==> config.mk <==
export PLATFORM = sky130hd
export DESIGN_NAME = cla_mul_arbiter
export DESIGN_NICKNAME = d
export VERILOG_FILES = /design/src/rtl/cla_mul_pkg.sv /design/src/rtl/rr_arb2.sv /design/src/rtl/cla_mul_arbiter.sv
export SDC_FILE = /design/constraint.sdc
export NUM_CORES = 1
export LEC_CHECK = 0
export ABC_AREA = 1
export CORE_AREA = 2 2 152 154
export DETAILED_ROUTE_END_ITERATION = 7
export DIE_AREA = 0 0 154 156
export GPL_TIMING_DRIVEN = 0
export PLACE_DENSITY = 0.77
export SETUP_SLACK_MARGIN = 0.15
export SYNTH_ARGS = -nofsm -noshare
export SYNTH_HDL_FRONTEND = slang
export SYNTH_SLANG_ARGS = --single-unit
==> constraint.sdc <==
create_clock -name clk -period 7.9 [get_ports clk]
set_clock_uncertainty 0.05 [all_clocks]
set_input_delay 1.185 -clock clk [delete_from_list [all_inputs] [get_ports clk]]
set_output_delay 1.185 -clock clk [all_outputs]
set_load 0.1 [all_outputs]
==> src/rtl/cla_mul_pkg.sv <==
// Shared types and constants for the CLA multiplier sequencer/arbiter.
// Covers the state encoding, requester indices and counter sizing.
package cla_mul_pkg;

   typedef enum logic [1:0] {
      IDLE = 2'd0,
      CALC = 2'd1,
      RESP = 2'd2
   } state_t;

   localparam int DEF_MULTICAND_WID  = 32;
   localparam int DEF_MULTIPLIER_WID = 32;
   localparam int PRODUCT_WID =
      DEF_MULTICAND_WID + DEF_MULTIPLIER_WID;

   localparam logic REQ0 = 1'b0;
   localparam logic REQ1 = 1'b1;

   function automatic int cnt_wid(input int cycles);
      int w;
      w = $clog2(cycles + 1);
      return (w < 1) ? 1 : w;
   endfunction

endpackage

==> src/rtl/rr_arb2.sv <==
// Two-way combinational round-robin grant.
// On a tie the requester other than the last one served wins.
module rr_arb2
   import cla_mul_pkg::*;
(
   input  logic i_valid0,
   input  logic i_valid1,
   input  logic i_last_grant,
   output logic o_grant_valid,
   output logic o_grant_idx
);

   logic w_tie;

   assign w_tie         = i_valid0 & i_valid1;
   assign o_grant_valid = i_valid0 | i_valid1;
   assign o_grant_idx   = w_tie ? ~i_last_grant : i_valid1;

endmodule

==> src/rtl/cla_mul_arbiter.sv <==
// Shares one external combinational CLA multiplier between two requesters.
// Operands are held MUL_CYCLES cycles so the multiplier is a multicycle path.
module cla_mul_arbiter
   import cla_mul_pkg::*;
#(
   parameter int MULTICAND_WID  = 32,
   parameter int MULTIPLIER_WID = 32,
   parameter int MUL_CYCLES     = 2
)(
   input  logic                                    clk,
   input  logic                                    rst,
   input  logic                                    req0_valid,
   output logic                                    req0_ready,
   input  logic [MULTICAND_WID-1:0]                req0_multicand,
   input  logic [MULTIPLIER_WID-1:0]               req0_multiplier,
   output logic                                    rsp0_valid,
   input  logic                                    rsp0_ready,
   output logic [MULTICAND_WID+MULTIPLIER_WID-1:0] rsp0_product,
   input  logic                                    req1_valid,
   output logic                                    req1_ready,
   input  logic [MULTICAND_WID-1:0]                req1_multicand,
   input  logic [MULTIPLIER_WID-1:0]               req1_multiplier,
   output logic                                    rsp1_valid,
   input  logic                                    rsp1_ready,
   output logic [MULTICAND_WID+MULTIPLIER_WID-1:0] rsp1_product,
   output logic [MULTICAND_WID-1:0]                mul_multicand,
   output logic [MULTIPLIER_WID-1:0]               mul_multiplier,
   input  logic [MULTICAND_WID+MULTIPLIER_WID-1:0] mul_product,
   output logic                                    busy
);

   localparam int PW = MULTICAND_WID + MULTIPLIER_WID;
   localparam int CW = cnt_wid(MUL_CYCLES);
   localparam logic [CW-1:0] CNT_LOAD = CW'(MUL_CYCLES - 1);

   state_t r_state;
   state_t w_state_nxt;

   logic                      r_owner;
   logic                      r_last_grant;
   logic [CW-1:0]             r_cnt;
   logic [MULTICAND_WID-1:0]  r_mul_multicand;
   logic [MULTIPLIER_WID-1:0] r_mul_multiplier;
   logic                      r_rsp0_valid;
   logic                      r_rsp1_valid;
   logic [PW-1:0]             r_rsp0_product;
   logic [PW-1:0]             r_rsp1_product;

   logic                      w_gnt_valid;
   logic                      w_gnt_idx;
   logic                      w_idle;
   logic                      w_accept;
   logic                      w_capture;
   logic                      w_rsp_hs;
   logic [MULTICAND_WID-1:0]  w_op_a;
   logic [MULTIPLIER_WID-1:0] w_op_b;

   rr_arb2 u_arb (
      .i_valid0      (req0_valid),
      .i_valid1      (req1_valid),
      .i_last_grant  (r_last_grant),
      .o_grant_valid (w_gnt_valid),
      .o_grant_idx   (w_gnt_idx)
   );

   assign w_idle = (r_state == IDLE);
   assign w_op_a = (w_gnt_idx == REQ1) ? req1_multicand  : req0_multicand;
   assign w_op_b = (w_gnt_idx == REQ1) ? req1_multiplier : req0_multiplier;

   always_comb begin
      w_state_nxt = r_state;
      w_accept    = 1'b0;
      w_capture   = 1'b0;
      w_rsp_hs    = 1'b0;
      unique case (r_state)
         IDLE: begin
            if (w_gnt_valid) begin
               w_accept    = 1'b1;
               w_state_nxt = CALC;
            end
         end
         CALC: begin
            if (r_cnt == '0) begin
               w_capture   = 1'b1;
               w_state_nxt = RESP;
            end
         end
         RESP: begin
            // Only the owner's ready completes the response.
            if ((r_owner == REQ1) ? rsp1_ready : rsp0_ready) begin
               w_rsp_hs    = 1'b1;
               w_state_nxt = IDLE;
            end
         end
         default: w_state_nxt = IDLE;
      endcase
   end

   always_ff @(posedge clk or posedge rst) begin
      if (rst) begin
         r_state <= IDLE;
      end else begin
         r_state <= w_state_nxt;
      end
   end

   always_ff @(posedge clk or posedge rst) begin
      if (rst) begin
         r_owner          <= REQ0;
         r_last_grant     <= REQ1;
         r_cnt            <= '0;
         r_mul_multicand  <= '0;
         r_mul_multiplier <= '0;
      end else begin
         if (w_accept) begin
            r_mul_multicand  <= w_op_a;
            r_mul_multiplier <= w_op_b;
            r_owner          <= w_gnt_idx;
            r_cnt            <= CNT_LOAD;
         end else if ((r_state == CALC) && (r_cnt != '0)) begin
            r_cnt <= r_cnt - 1'b1;
         end
         if (w_rsp_hs) begin
            r_last_grant <= r_owner;
         end
      end
   end

   always_ff @(posedge clk or posedge rst) begin
      if (rst) begin
         r_rsp0_valid   <= 1'b0;
         r_rsp1_valid   <= 1'b0;
         r_rsp0_product <= '0;
         r_rsp1_product <= '0;
      end else begin
         if (w_capture) begin
            if (r_owner == REQ1) begin
               r_rsp1_valid   <= 1'b1;
               r_rsp1_product <= mul_product;
            end else begin
               r_rsp0_valid   <= 1'b1;
               r_rsp0_product <= mul_product;
            end
         end
         if (w_rsp_hs) begin
            if (r_owner == REQ1) begin
               r_rsp1_valid <= 1'b0;
            end else begin
               r_rsp0_valid <= 1'b0;
            end
         end
      end
   end

   assign req0_ready     = w_idle & w_gnt_valid & (w_gnt_idx == REQ0);
   assign req1_ready     = w_idle & w_gnt_valid & (w_gnt_idx == REQ1);
   assign rsp0_valid     = r_rsp0_valid;
   assign rsp1_valid     = r_rsp1_valid;
   assign rsp0_product   = r_rsp0_product;
   assign rsp1_product   = r_rsp1_product;
   assign mul_multicand  = r_mul_multicand;
   assign mul_multiplier = r_mul_multiplier;
   assign busy           = ~w_idle;

endmodule

# --- Word level (Yosys, flattened, before mapping) ---
# Cells that the tools add are included.
word_totals:
  register_bits: 200
  latch_bits: 0
  ram_bits: 0
  romBits: 0
  inputBits: 198
  output_inout_bits: 197
  wordCells: 57
  mem_count: 0
classes:
  addsub: 1
  mul: 0
  div: 0
  magnitude_cmp: 0
  eq_ne: 5
  shifts: 0
  muxes: 24
  bitwise: 9
  n_reduce_logical: 8
ops:
  columns: ["op", "count"]
  rows:
  - ["32-bit two-way mux", 2]
  - ["1-bit two-way mux", 16]
  - ["2-bit two-way mux", 5]
  - ["2-bit inequality test (second input constant)", 3]
  - ["2-bit one-hot mux with 3 select lines", 1]
  - ["1-bit AND", 4]
  - ["2-bit zero test", 2]
  - ["1-bit NOT", 4]
  - ["2-bit AND reduction", 2]
  - ["2-bit nonzero test", 2]
  - ["3-bit AND reduction", 1]
  - ["2-bit by 1-bit equality test with 1-bit output (second input constant)", 1]
  - ["2-bit equality test (second input constant)", 1]
  - ["2-bit by 1-bit subtractor with 2-bit output (second input constant)", 1]
  - ["1-bit logical AND", 1]
  - ["1-bit bitwise OR", 1]

# --- Depth between registers and ports, before layout ---
logic_depth:
  ltp_word: 6
  mapped_depth: 8
  ltp_nobuf: 6

# --- Modules after synthesis ---
# A second synthesis with hierarchy kept.
hier_totals:
  hier_cells: 1080
  hier_area_um2: 8662.1
by_module_without_submodules:
  columns: ["module", "instances", "cells_each", "area_each_um2", "seq_area_each_um2"]
  rows:
  - ["cla_mul_arbiter", 1, 1077, 8647.0, 5006.1]
  - ["rr_arb2", 1, 3, 15.0, 0.0]

# --- Worst setup path after synthesis ---
# Ideal clock, no wire load.
synth_timing:
  kind: "input to output"
  from: "in req0_valid"
  to: "out req0_ready"
  t_arrival_ns: 3.064
  t_required_ns: 6.665
  setup_slack_ns: 3.601
  cell_stages: 4
  path_buffers: 2
  cell_sequence: "nand2_1 buf_2 buf_2 a21oi_1"
synth_between:
  elab_chain_len: 4
  elab_cells_between_ends: 6
  cone_classes: "mux (1); bitwise (5)"
synth_rtl:
  columns: ["element", "line_no", "source"]
  rows:
  - ["start, declared", "cla_mul_arbiter.sv:12", "input logic req0_valid,"]
  - ["1-bit AND", "rr_arb2.sv:15", "assign w_tie = i_valid0 & i_valid1;"]
  - ["1-bit two-way mux", "rr_arb2.sv:17", "assign o_grant_idx = w_tie ? ~i_last_grant : i_valid1;"]
  - ["1-bit NOT", "cla_mul_arbiter.sv:155", "assign req0_ready = w_idle & w_gnt_valid & (w_gnt_idx == REQ0);"]
  - ["1-bit AND *", "cla_mul_arbiter.sv:155", null]
  - ["end, declared", "cla_mul_arbiter.sv:13", "output logic req0_ready,"]
# Mark *: on every way between the ends. The rest lies on a longest branch, timed or not.

# --- Final worst setup path ---
layout_timing:
  from: "in req1_valid"
  to: "out req0_ready"
layout_between:
  elab_chain_len: 4
  elab_cells_between_ends: 6
  cone_classes: "mux (1); bitwise (5)"
layout_rtl:
  columns: ["element", "line_no", "source"]
  rows:
  - ["start, declared", "cla_mul_arbiter.sv:19", "input logic req1_valid,"]
  - ["1-bit AND", "rr_arb2.sv:15", null]
  - ["1-bit two-way mux", "rr_arb2.sv:17", null]
  - ["1-bit NOT", "cla_mul_arbiter.sv:155", null]
  - ["1-bit AND *", "cla_mul_arbiter.sv:155", null]
# Marks and branches as above.

==> results.json <==
{
  "status": "complete, no violations",
  "die_x_um": 154,
  "vias": 8984,
  "synth_top_cells_by_area": "dfrtp_1 55%, nand2_1 21%, nand3_1 11%, nand3b_1 3.8%, inv_1 2.3%",
  "antenna_left": 0,
  "synth_area_leader_cell": "dfrtp_1",
  "place.gp.congestion": 0.920,
  "critPathMaxStageDelay_ns": 1.21,
  "min_period_ns": 4.84,
  "cpLargestDelayFamily": "buffers and inverters",
  "slowest_stage": "clkdlybuf4s50_1",
  "maxSlewHeadroom_pct": 26.5,
  "clkLatencyLatePin_ns": 0.43,
  "multi_input_area_um2": 3290,
  "cts_htree_levels": 4,
  "grt_pass1_vias": 9079,
  "synth_ff_type": "dfrtp_1",
  "rsz0062_at_grt": "false",
  "path_buf_inv": 3,
  "timing.hold.ws_ns": 0.433,
  "grt_pass1_wl_um": 48900,
  "ys_seq_area_share_pct": 55.7,
  "fmax_ghz": 0.207,
  "setup_ws_ns": 3.06,
  "grt_overflow": 0,
  "fin_nets": 1704,
  "clock_sinks": 200,
  "crit_path_start_kind": "primary input",
  "yosys.cell_count.top_type": "nand2_1",
  "critPathMaxFanout": 10,
  "setup_violations": 0,
  "grt_max_degree": 117,
  "dp_cells": 1771,
  "core-area_um2": 22400,
  "drive_above_1_share_pct": 6.39,
  "antenna_found_initial": 1,
  "post_cts_buffers": 0,
  "cts_resized": 0,
  "worst-slew-pin-transition_ns": 1.10,
  "final_cells": 1804,
  "dieArea_um2": 24000,
  "synth.avg_cell_area_um2": 8.24,
  "synth.distinct_cells": 19,
  "cts_made_buffers": 17,
  "place_area_um2": 13300,
  "drtPass1Iterations": 5,
  "critPathKind": "primary input to output port",
  "maxSlewViolCount": 0,
  "drt_iter0_drc": 629,
  "drv_cap": 0,
  "drt_wl_total_um": 31600,
  "area_growth_pct": 55.1,
  "worst-endpoint-arrival_ns": 3.61,
  "fin_crit_sh_pct": 61.3,
  "yosys_warnings": 0,
  "final-hold-violation-count": 0,
  "rows": 55,
  "hp-class": "flop to flop",
  "io_buffers": 394,
  "die_h_um": 156,
  "worstPathCellList": "clkdlybuf4s50_1 > o21ai_2 > clkbuf_1 > a21oi_1 > clkdlybuf4s50_1",
  "postSynth.asyncResetShare_pct": 100,
  "start_util_pct": 40.2,
  "vias_per_cell": 4.98,
  "clk_pin_slew_ns": 0.07,
  "crit_path_end_kind": "output port",
  "synth_edf_count": 0,
  "grtUsageTotal_pct": 25.9,
  "synth-seq-cells": 200,
  "pre_cts_ws_ns": 3.06,
  "cts_tree": "done",
  "synth_top_area_share_pct": 55.4,
  "final-seq-area_um2": 5010,
  "synth_nets": 1290,
  "final_cell_area_um2": 13900,
  "n_fill_cell": 1927,
  "dp_hpwl_um": 23900,
  "worstPathRequired_ns": 6.66,
  "drt-wirelength-per-cell_um": 17.5,
  "crit_top_cell": "clkdlybuf4s50_1",
  "ys_top_cells_by_count": "500 x nand2_1, 199 x dfrtp_1, 196 x nand3_1, 54 x inv_1, 45 x nand3b_1",
  "syn_inst": 1091,
  "num_io_pins": 395,
  "root_buffer": "clkbuf_16",
  "drc_errors": 0,
  "syn_area_um2": 8990,
  "cts_hold_buf": 0,
  "ctsLongestPathBuffers": 2
}
## layer usage
metal / GRT usage (%) / part of all wire, % / up-vias / wire, µm
met2: 45.4 / 50 / 419 / 15700
li1: - / - / 4269 / -
met1: 30.8 / 39 / 4242 / 12400
met5: 0 / 0 / - / 0
met4: 8.54 / 2.6 / 0 / 824
met3: 7.42 / 8.5 / 54 / 2690
## worst register-to-register path: cells and delay by family, from the launching register on
family                   cells  cell delay, ns
adder cells (fa/ha/maj)      1            0.22
AND/OR/NAND/NOR              3            0.41
flip-flops                   1            0.39
buffers and inverters        4            0.60
## cells in the final DEF (no fill, tap or decap)
master,instances
a21oi_1,3
buf_1,2
buf_16,1
buf_2,26
buf_4,21
buf_6,11
bufinv_16,1
clkbuf_1,17
clkbuf_16,17
clkbuf_8,1
clkdlybuf4s50_1,394
clkinv_4,2
clkinv_8,4
clkinvlp_4,1
dfrtp_1,199
dfstp_2,1
diode_2,1
ha_1,1
inv_1,53
inv_2,1
inv_6,4
inv_8,3
nand2_1,500
nand3_1,196
nand3b_1,45
nor2_1,9
nor2_2,2
o21ai_2,1
o21bai_1,1
o22ai_1,1
## state kept, by name (all words and copies together), names as in the netlist, named ones only
name,cells
r_owner,1
r_cnt,2
rsp0_product,64
r_state,2
r_last_grant,1
rsp1_product,64
mul_multicand,32
mul_multiplier,32
## metrics by stage
stage	util [%]	setup TNS, ns
after floorplan	-	0
after global placement	59.4	-322.57
after detailed placement	59.6	0
after CTS	62.3	0
after global routing	62.3	0
final	62.3	0
## final timing paths
path / start / end / slack, ns / cells after the start
worst min register to register: rsp1_product[2] / rsp1_product[2] / 0.43 / 2
max in group asynchronous: rst / rsp1_product[54] / 5.59 / 3
worst min-delay path: rsp1_product[2] / rsp1_product[2] / 0.43 / 2
worst max-delay path: req1_valid / req0_ready / 3.06 / 5
min in group asynchronous: rst / rsp0_product[7] / 1.18 / 2
worst max register to register: r_cnt[0] / rsp0_product[34] / 6.18 / 8
## layout make-up
cell class,count,share of cell area (%)
Tap cell,285,2.56
Buffer,77,3.46
Sequential cell,200,35.9
Antenna cell,1,0.0179
Clock buffer,18,3.15
Clock inverter,14,1.27
Multi-Input combinational cell,759,23.6
Timing Repair Buffer,395,28.5
Inverter,55,1.53
## cell families after synthesis
family	after synthesis	synth area share, %
and+or+nand+nor	752	36.1
DFF	200	55.7
buffers and inverters	132	7.67
AOI/OAI and AO/OA	6	0.418
adders and majority gates	1	0.139
Power is not shown: default switching activity piles up to over one toggle a cycle in this logic, so the estimate is an artifact.
